<file path="config.mk">
export PLATFORM = sky130hd
export DESIGN_NAME = regfile_sb
export DESIGN_NICKNAME = d
export VERILOG_FILES = /design/src/rtl/regfile_sb_pkg.sv /design/src/rtl/regfile_sb_sb_table.sv /design/src/rtl/regfile_sb.sv
export SDC_FILE = /design/constraint.sdc
export NUM_CORES = 2
export LEC_CHECK = 0
export CORE_AREA = 2 2 311 313
export CTS_BUF_LIST = sky130_fd_sc_hd__clkbuf_4 sky130_fd_sc_hd__clkbuf_8
export DETAILED_ROUTE_END_ITERATION = 6
export DIE_AREA = 0 0 313 315
export PLACE_DENSITY = 0.78
export SLEW_MARGIN = 20
export SYNTH_ARGS = -nofsm -noshare
export SYNTH_HDL_FRONTEND = slang
export SYNTH_SLANG_ARGS = --single-unit
export TNS_END_PERCENT = 1
</file>
<file path="constraint.sdc">
create_clock -name clk -period 5.9 [get_ports clk]
set_input_delay 1.77 -clock clk [delete_from_list [all_inputs] [get_ports clk]]
set_output_delay 1.77 -clock clk [all_outputs]
set_load 0.01 [all_outputs]
</file>
<file path="src/rtl/regfile_sb_pkg.sv">
// Shared constants for the scoreboarded register file: zero-register index,
// default geometry, address-width helper and ABI register names.
package regfile_sb_pkg;

    localparam int unsigned ZERO_IDX  = 0;
    localparam int unsigned DEF_XLEN  = 32;
    localparam int unsigned DEF_NREGS = 32;

    // A single-entry file still needs a one-bit address bus.
    function automatic int unsigned reg_aw(input int unsigned nregs);
        return (nregs > 1) ? $clog2(nregs) : 1;
    endfunction

    localparam int unsigned REG_ZERO = 0;
    localparam int unsigned REG_RA   = 1;
    localparam int unsigned REG_SP   = 2;
    localparam int unsigned REG_GP   = 3;
    localparam int unsigned REG_TP   = 4;
    localparam int unsigned REG_T0   = 5;
    localparam int unsigned REG_T1   = 6;
    localparam int unsigned REG_T2   = 7;
    localparam int unsigned REG_S0   = 8;
    localparam int unsigned REG_S1   = 9;
    localparam int unsigned REG_A0   = 10;
    localparam int unsigned REG_A1   = 11;
    localparam int unsigned REG_A2   = 12;
    localparam int unsigned REG_A3   = 13;
    localparam int unsigned REG_A4   = 14;
    localparam int unsigned REG_A5   = 15;
    localparam int unsigned REG_A6   = 16;
    localparam int unsigned REG_A7   = 17;

endpackage

</file>
<file path="src/rtl/regfile_sb_sb_table.sv">
// Pending-write scoreboard: one bit per register with flush > reserve > clear
// priority, plus per-port busy lookup masked for x0 and out-of-range addresses.
module sb_table
    import regfile_sb_pkg::*;
#(
    parameter int unsigned NREGS    = DEF_NREGS,
    parameter int unsigned NREAD    = 2,
    parameter int unsigned AW       = reg_aw(DEF_NREGS),
    parameter int unsigned ZERO_REG = 1
) (
    input  logic                clk,
    input  logic                rst,
    input  logic                flush,
    input  logic                rsv_en,
    input  logic [AW-1:0]       rsv_addr,
    input  logic                clr_en,
    input  logic [AW-1:0]       clr_addr,
    input  logic [NREAD*AW-1:0] lk_addr,
    output logic [NREAD-1:0]    lk_busy,
    output logic [NREGS-1:0]    pending
);

    localparam logic [AW:0] LIM = (AW+1)'(NREGS);

    logic [NREGS-1:0] r_pend;
    logic [NREGS-1:0] w_pend_nxt;
    logic             w_rsv_ok;

    assign w_rsv_ok = rsv_en && ({1'b0, rsv_addr} < LIM)
                      && !((ZERO_REG != 0) && (rsv_addr == AW'(ZERO_IDX)));

    // Reserve is applied after clear so a same-cycle retire/issue stays pending.
    always_comb begin
        w_pend_nxt = r_pend;
        for (int unsigned r = 0; r < NREGS; r++) begin
            if (clr_en && (clr_addr == AW'(r))) w_pend_nxt[r] = 1'b0;
            if (w_rsv_ok && (rsv_addr == AW'(r))) w_pend_nxt[r] = 1'b1;
        end
    end

    always_ff @(posedge clk or negedge rst) begin
        if (!rst)       r_pend <= '0;
        else if (flush) r_pend <= '0;
        else            r_pend <= w_pend_nxt;
    end

    assign pending = r_pend;

    for (genvar gi = 0; gi < NREAD; gi++) begin : g_lk
        logic [AW-1:0] w_a;
        logic          w_ok;
        assign w_a  = lk_addr[gi*AW +: AW];
        assign w_ok = ({1'b0, w_a} < LIM)
                      && !((ZERO_REG != 0) && (w_a == AW'(ZERO_IDX)));
        assign lk_busy[gi] = w_ok ? r_pend[w_a] : 1'b0;
    end

endmodule

</file>
<file path="src/rtl/regfile_sb.sv">
// Parametrised multi-read register file with async clear, optional write-to-read
// bypass and a pending-write scoreboard driving the decode stall signal.
module regfile_sb
    import regfile_sb_pkg::*;
#(
    parameter  int unsigned XLEN     = DEF_XLEN,
    parameter  int unsigned NREGS    = DEF_NREGS,
    parameter  int unsigned NREAD    = 2,
    parameter  int unsigned ZERO_REG = 1,
    parameter  int unsigned BYPASS   = 1,
    localparam int unsigned AW       = reg_aw(NREGS)
) (
    input  logic                  clk,
    input  logic                  rst,
    input  logic [NREAD*AW-1:0]   raddr,
    input  logic [NREAD-1:0]      rd_en,
    output logic [NREAD*XLEN-1:0] rdata,
    output logic [NREAD-1:0]      rbusy,
    output logic                  hazard,
    input  logic                  we,
    input  logic [AW-1:0]         waddr,
    input  logic [XLEN-1:0]       wdata,
    input  logic                  rsv_en,
    input  logic [AW-1:0]         rsv_addr,
    input  logic                  flush,
    output logic [NREGS-1:0]      pending
);

    localparam logic [AW:0] LIM = (AW+1)'(NREGS);

    logic [XLEN-1:0]  r_regs [NREGS];
    logic             w_wr_ok;
    logic [NREAD-1:0] w_lk_busy;

    assign w_wr_ok = we && ({1'b0, waddr} < LIM)
                     && !((ZERO_REG != 0) && (waddr == AW'(ZERO_IDX)));

    always_ff @(posedge clk or negedge rst) begin
        if (!rst) begin
            for (int unsigned i = 0; i < NREGS; i++) r_regs[i] <= '0;
        end else if (w_wr_ok) begin
            r_regs[waddr] <= wdata;
        end
    end

    sb_table #(
        .NREGS    (NREGS),
        .NREAD    (NREAD),
        .AW       (AW),
        .ZERO_REG (ZERO_REG)
    ) u_sb (
        .clk      (clk),
        .rst      (rst),
        .flush    (flush),
        .rsv_en   (rsv_en),
        .rsv_addr (rsv_addr),
        .clr_en   (we),
        .clr_addr (waddr),
        .lk_addr  (raddr),
        .lk_busy  (w_lk_busy),
        .pending  (pending)
    );

    // Bypass is gated by rst so reads stay at zero while the file is held in reset.
    for (genvar gi = 0; gi < NREAD; gi++) begin : g_rd
        logic [AW-1:0] w_a;
        logic          w_ok;
        logic          w_hit;
        assign w_a   = raddr[gi*AW +: AW];
        assign w_ok  = ({1'b0, w_a} < LIM)
                       && !((ZERO_REG != 0) && (w_a == AW'(ZERO_IDX)));
        assign w_hit = (BYPASS != 0) && rst && we && (waddr == w_a);
        assign rdata[gi*XLEN +: XLEN] = !w_ok ? '0 : (w_hit ? wdata : r_regs[w_a]);
        assign rbusy[gi] = w_lk_busy[gi] & ~w_hit;
    end

    assign hazard = |(rbusy & rd_en);

endmodule

</file>
After elaboration in Yosys (flattened, before gate mapping)
Index checks and enable logic that the tools add are counted.
- flip-flop bits (word level): 1056
- input port bits: 59
- output and inout port bits: 99
- logic and storage cells: 335
- $lt $le $gt $ge: 6
- eq/ne operators: 64
- multiplexer cells: 84
- bitwise operators: 8
- reductions and logical operators: 109
- operators by type and width (kind ; number):
    $bwmux 1024 ; 1
    $bmux 32 s5 ; 2
    $mux 32 ; 10
    $demux 32 s5 ; 1
    $eq 5x5->1 const B ; 32
    $reduce_bool 3->1 ; 32
    $eq 5x4->1 const B ; 16
    $logic_and 1x1->1 ; 70
    $mux 1 ; 68
    $eq 5x3->1 const B ; 8
    $eq 5x2->1 const B ; 4
    $logic_not 5->1 ; 4
    $ge 6x6->1 const B ; 3
    $not 5->6 ; 3
    $lt 5x6->1 const B ; 2
    $bmux 1 s5 ; 2
    $eq 5x1->1 const B ; 2
    $eq 5x5->1 ; 2
    $lt 6x1->1 const B ; 1
    $and 1x1->1 ; 2
    $and 2x2->2 ; 1
    $logic_not 1->1 ; 2
    $not 1->1 ; 2
    $reduce_or 2->1 ; 1

Logic depth before layout (Yosys ltp)
- word-level depth: 6
- mapped depth: 10
- mapped depth without buffers: 5

Cells and area by module
From an unflattened synthesis, not the netlist that was laid out.
- cell total of the unflattened synthesis: 3932
- area, all modules: 56673.1 um^2
- modules (own cells, without submodules) (module ; instances ; cells each ; area each (um^2) ; seq. area each (um^2)):
    regfile_sb ; 1 ; 3675 ; 54502.3 ; 25624.6
    sb_table ; 1 ; 257 ; 2170.8 ; 800.8

Least setup slack after synthesis
Ideal clock, no wire load.
- path kind: in2out
- start: input raddr[6]
- end: output hazard
- data arrival time: 3.465 ns
- data required time: 4.130 ns
- setup slack: 0.665 ns
- stages: 8
- buffers on the path: 3
- cell sequence: buf_4 > buf_4 > buf_4 > nand3b_1 > o22ai_1 > a21oi_1 > nor4b_1 > a22o_1
- longest elaborated chain between the ends: 6
- elaborated cells on any way between the ends: 10
- classes of those cells: eq/ne (1); mux (3); bitwise (3); reduce/logical (3)
- ends and longest elaborated chain (what ; RTL line ; text):
    start, declared ; regfile_sb.sv:15 ; input logic [NREAD*AW-1:0] raddr,
    $bmux 1 s5 / $eq 5x5->1 (equally long branches) ; regfile_sb_sb_table.sv:55, regfile_sb.sv:72 ;
    $mux 1 (implied by the code) / $logic_and 1x1->1 (equally long branches) ; regfile_sb_sb_table.sv:55, regfile_sb.sv:72 ;
    $mux 1 / $not 1->1 (equally long branches) ; regfile_sb_sb_table.sv:55, regfile_sb.sv:74 ;
    $and 1x1->1 * ; regfile_sb.sv:74 ; assign rbusy[gi] = w_lk_busy[gi] & ~w_hit;
    via rbusy[1] ; regfile_sb.sv:18 ; output logic [NREAD-1:0] rbusy,
    $and 2x2->2 * ; regfile_sb.sv:77 ; assign hazard = |(rbusy & rd_en);
    $reduce_or 2->1 * ; regfile_sb.sv:77 ;
    end, declared ; regfile_sb.sv:19 ; output logic hazard,
Mark *: on every way through the listed nets, which the timed path passes. The rest lies on a longest branch. The select of a mux whose other input is x is not followed.

Final worst setup path
- start: input waddr[2]
- end: output rbusy[0]
- longest elaborated chain between the ends: 4
- ends and longest elaborated chain (what ; RTL line ; text):
    start, declared ; regfile_sb.sv:21 ; input logic [AW-1:0] waddr,
    $eq 5x5->1 ; regfile_sb.sv:72 ; assign w_hit = (BYPASS != 0) && rst && we && (waddr == w_a);
    $logic_and 1x1->1 ; regfile_sb.sv:72 ;
    $not 1->1 ; regfile_sb.sv:74 ;
    $and 1x1->1 ; regfile_sb.sv:74 ;
    end, declared ; regfile_sb.sv:18 ;
No other way between the ends.

==> results by group <==
Run status
  • Status: finished, violations left
  • Failing checks: negative setup slack

Global route
  • Largest net degree at the start of global routing: 166
  • Vias in the first global route: 41.7k
  • Antenna violations before repair: 4
  • First-pass GRT wire length: 277 mm
  • GRT overflow: 0
  • Global Route Usage Sum: 0.383

Worst hold path
  • Worst hold path class: register to register

STA
  • Worst rel slew slack: 0.266
  • Clock skew: 0 ps
  • Minimum clock period after layout: 6030 ps
  • Hold Slack: 400 ps
  • Post-route setup TNS: -298 ps
  • Hold Fails Final Rpt: 0
  • Fin crit share: 1.02
  • Slew @ Worst Pin: 1100 ps
  • Final Max Slew Viols: 0
  • RSZ-0062 raised after global routing: true
  • Final setup fails: 6
  • Setup slack after layout: -127 ps
  • Fmax: 166 MHz

Logic synthesis
  • Async set-reset flop share out of synthesis: 1.00
  • Post-Syn Nets: 4001
  • Synth unique cells: 58
  • Post-synth EDFFs: 0
  • Sequential fraction of the synthesis area: 0.465
  • YS warnings: 0
  • Cell Area, Synth: 56900 µm²
  • Post-Syn Instances: 3942
  • Seq cells post-synth: 1056
  • Ys flop type: dfrtp_1
  • Mapped Avg Cell Area: 14.4 µm²

Layout
  • Share of cells above drive strength 1: 0.530
  • # fillers: 6200
  • Utilization after layout: 0.697
  • NumNets Final: 4356
  • Layout Cells excl Fill: 5701
  • Area grow syn2layout: 17.3%

Floorplanning
  • Starting Density: 0.594
  • # rows: 114
  • CORE AREA: 95700 µm²
  • Die Wd: 313 µm
  • Die outline height: 315 µm
  • Number of top-level pins: 158
  • Full die area: 98600 µm²

Detailed routing
  • DRT iter0 DRCs: 5394
  • Routed WL: 187 mm
  • First-pass DRT Iterations: 5
  • Detail Route Antenna Nets: 0
  • Via count: 41.0k
  • DR vias/cell: 7.20
  • DRC: 0
  • Wire length per cell: 32.9 µm

Clock tree
  • CTS H-tree depth: 4
  • CTS tree: built
  • Sink Count: 1056
  • Total CTS buffers: 173
  • CTS clock-pin slew for the worst setup and hold paths: 50 ps
  • Clock Tree Buf Depth: 3
  • Hold_buf cts: 0
  • Worst-Skew Late Latency: 850 ps
  • Root Buffer: clkbuf_8

Place
  • Detailed Place HPWL: 118 mm
  • Gpl congestion: 0.912
  • # port buffers: 157
  • Placed cell count: 5395

Power
  • Worst IR Drop VDD: 0.230 mV
  • P_leak: 29.2 nW
  • Post-layout power: 21.0 mW
  • Power density cells: 314 nW/µm²

Critical path
  • Critical path type: input port to output port
  • Arrival time worst endpoint: 4260 ps
  • Worst setup SP type: input port
  • Worst-path maximum fanout: 14
  • Critical path endpoint category: output port
  • Critical Path RT: 4130 ps

Flow run
  • MaxCap Viol Count: 0
stage by stage:
stage	setup WS (ps)	area (µm²)
after global placement	-660	62900
final	-127	66700
after CTS	-77.9	66600
after detailed placement	-663	62900
after global routing	-175	66700
after floorplan	665	56900
registers in the layout, indices dropped and copies added (netlist names):
signal        cells
r_regs         1024
u_sb.pending     32
layout by cell type, fill, tap and decap left out, types with 72 or more instances in the layout:
master	n
mux2i_1	141
buf_4	368
buf_12	108
a21oi_1	72
mux2_2	1036
mux4_2	440
dfrtp_1	1056
nand2_1	98
clkbuf_8	214
a22oi_1	92
clkdlybuf4s50_1	76
cell families after synthesis:
logic type | synth area share
XOR/XNOR | 0.00154
multiplexers | 0.408
buffers and inverters | 0.0393
AND/OR/NAND/NOR | 0.0296
AO/OA/AOI/OAI | 0.0571
flip-flops | 0.465
routing by layer:
metal  track usage  vias to the layer above  routed length [µm]
met5       0.00484                        -                  93
met3         0.115                      650               24800
met2         0.562                     3034               83400
met1         0.527                    21342               69100
met4         0.185                        6                9930
li1              -                    16004                   -
path summary, 6_finish.rpt:
check	to	cells after the start	slack (ps)	startpoint
max	rbusy[0]	8	-130	waddr[2]
min	r_regs[1020]	0	400	r_regs[1020]
max reg2reg	u_sb.pending[21]	2	5040	u_sb.pending[21]
min reg2reg	r_regs[1020]	0	400	r_regs[1020]
max in group asynchronous	r_regs[751]	5	1550	rst
min in group asynchronous	r_regs[562]	2	1020	rst
cell usage after synthesis, types with 44 or more instances:
| master | number | area [µm²] |
|---|---|---|
| nand2_1 | 100 | 375 |
| mux4_2 | 440 | 9910 |
| a22oi_1 | 92 | 691 |
| a21oi_1 | 73 | 365 |
| mux2_2 | 1036 | 11700 |
| buf_4 | 44 | 330 |
| mux2i_1 | 141 | 1410 |
| dfrtp_1 | 1056 | 26400 |
| a211oi_1 | 50 | 375 |
| clkbuf_1 | 241 | 905 |
| buf_2 | 131 | 656 |
| o22ai_1 | 71 | 444 |
| nor2_1 | 79 | 297 |
timing repair:
action,CTS,global route
resized for setup,93,26
pin swaps,15,3
hold endpoints to repair,0,0
buffers inserted,3,0
endpoints found under the setup margin,67,49
power by group:
group	leakage [nW]	internal (mW)	switching, mW	total, mW
clock network	1.93	3.68	3.03	6.72
logic	13.6	2.75	1.88	4.63
registers	13.6	8.59	1.03	9.62
final cells by class:
class / instances / area, µm² / area share
Sequential cell: 1056 / 26400 / 0.396
Antenna cell: 2 / 5.00 / 0.0000750
Multi-Input combinational cell: 2431 / 28600 / 0.428
Clock inverter: 28 / 211 / 0.00317
Clock buffer: 273 / 3390 / 0.0508
Tap cell: 1276 / 1600 / 0.0239
Timing Repair Buffer: 630 / 6470 / 0.0970
Inverter: 5 / 18.8 / 0.000281
critical path, stage by stage:
cell and delay, ps:
clkdlybuf4s50_1 470, buf_4 170, xnor2_1 120, nand4_1 190, o31a_2 220, buf_12 200
nor3b_2 470, clkdlybuf4s50_1 640
No activity file was read; power rests on OpenSTA's default activity.
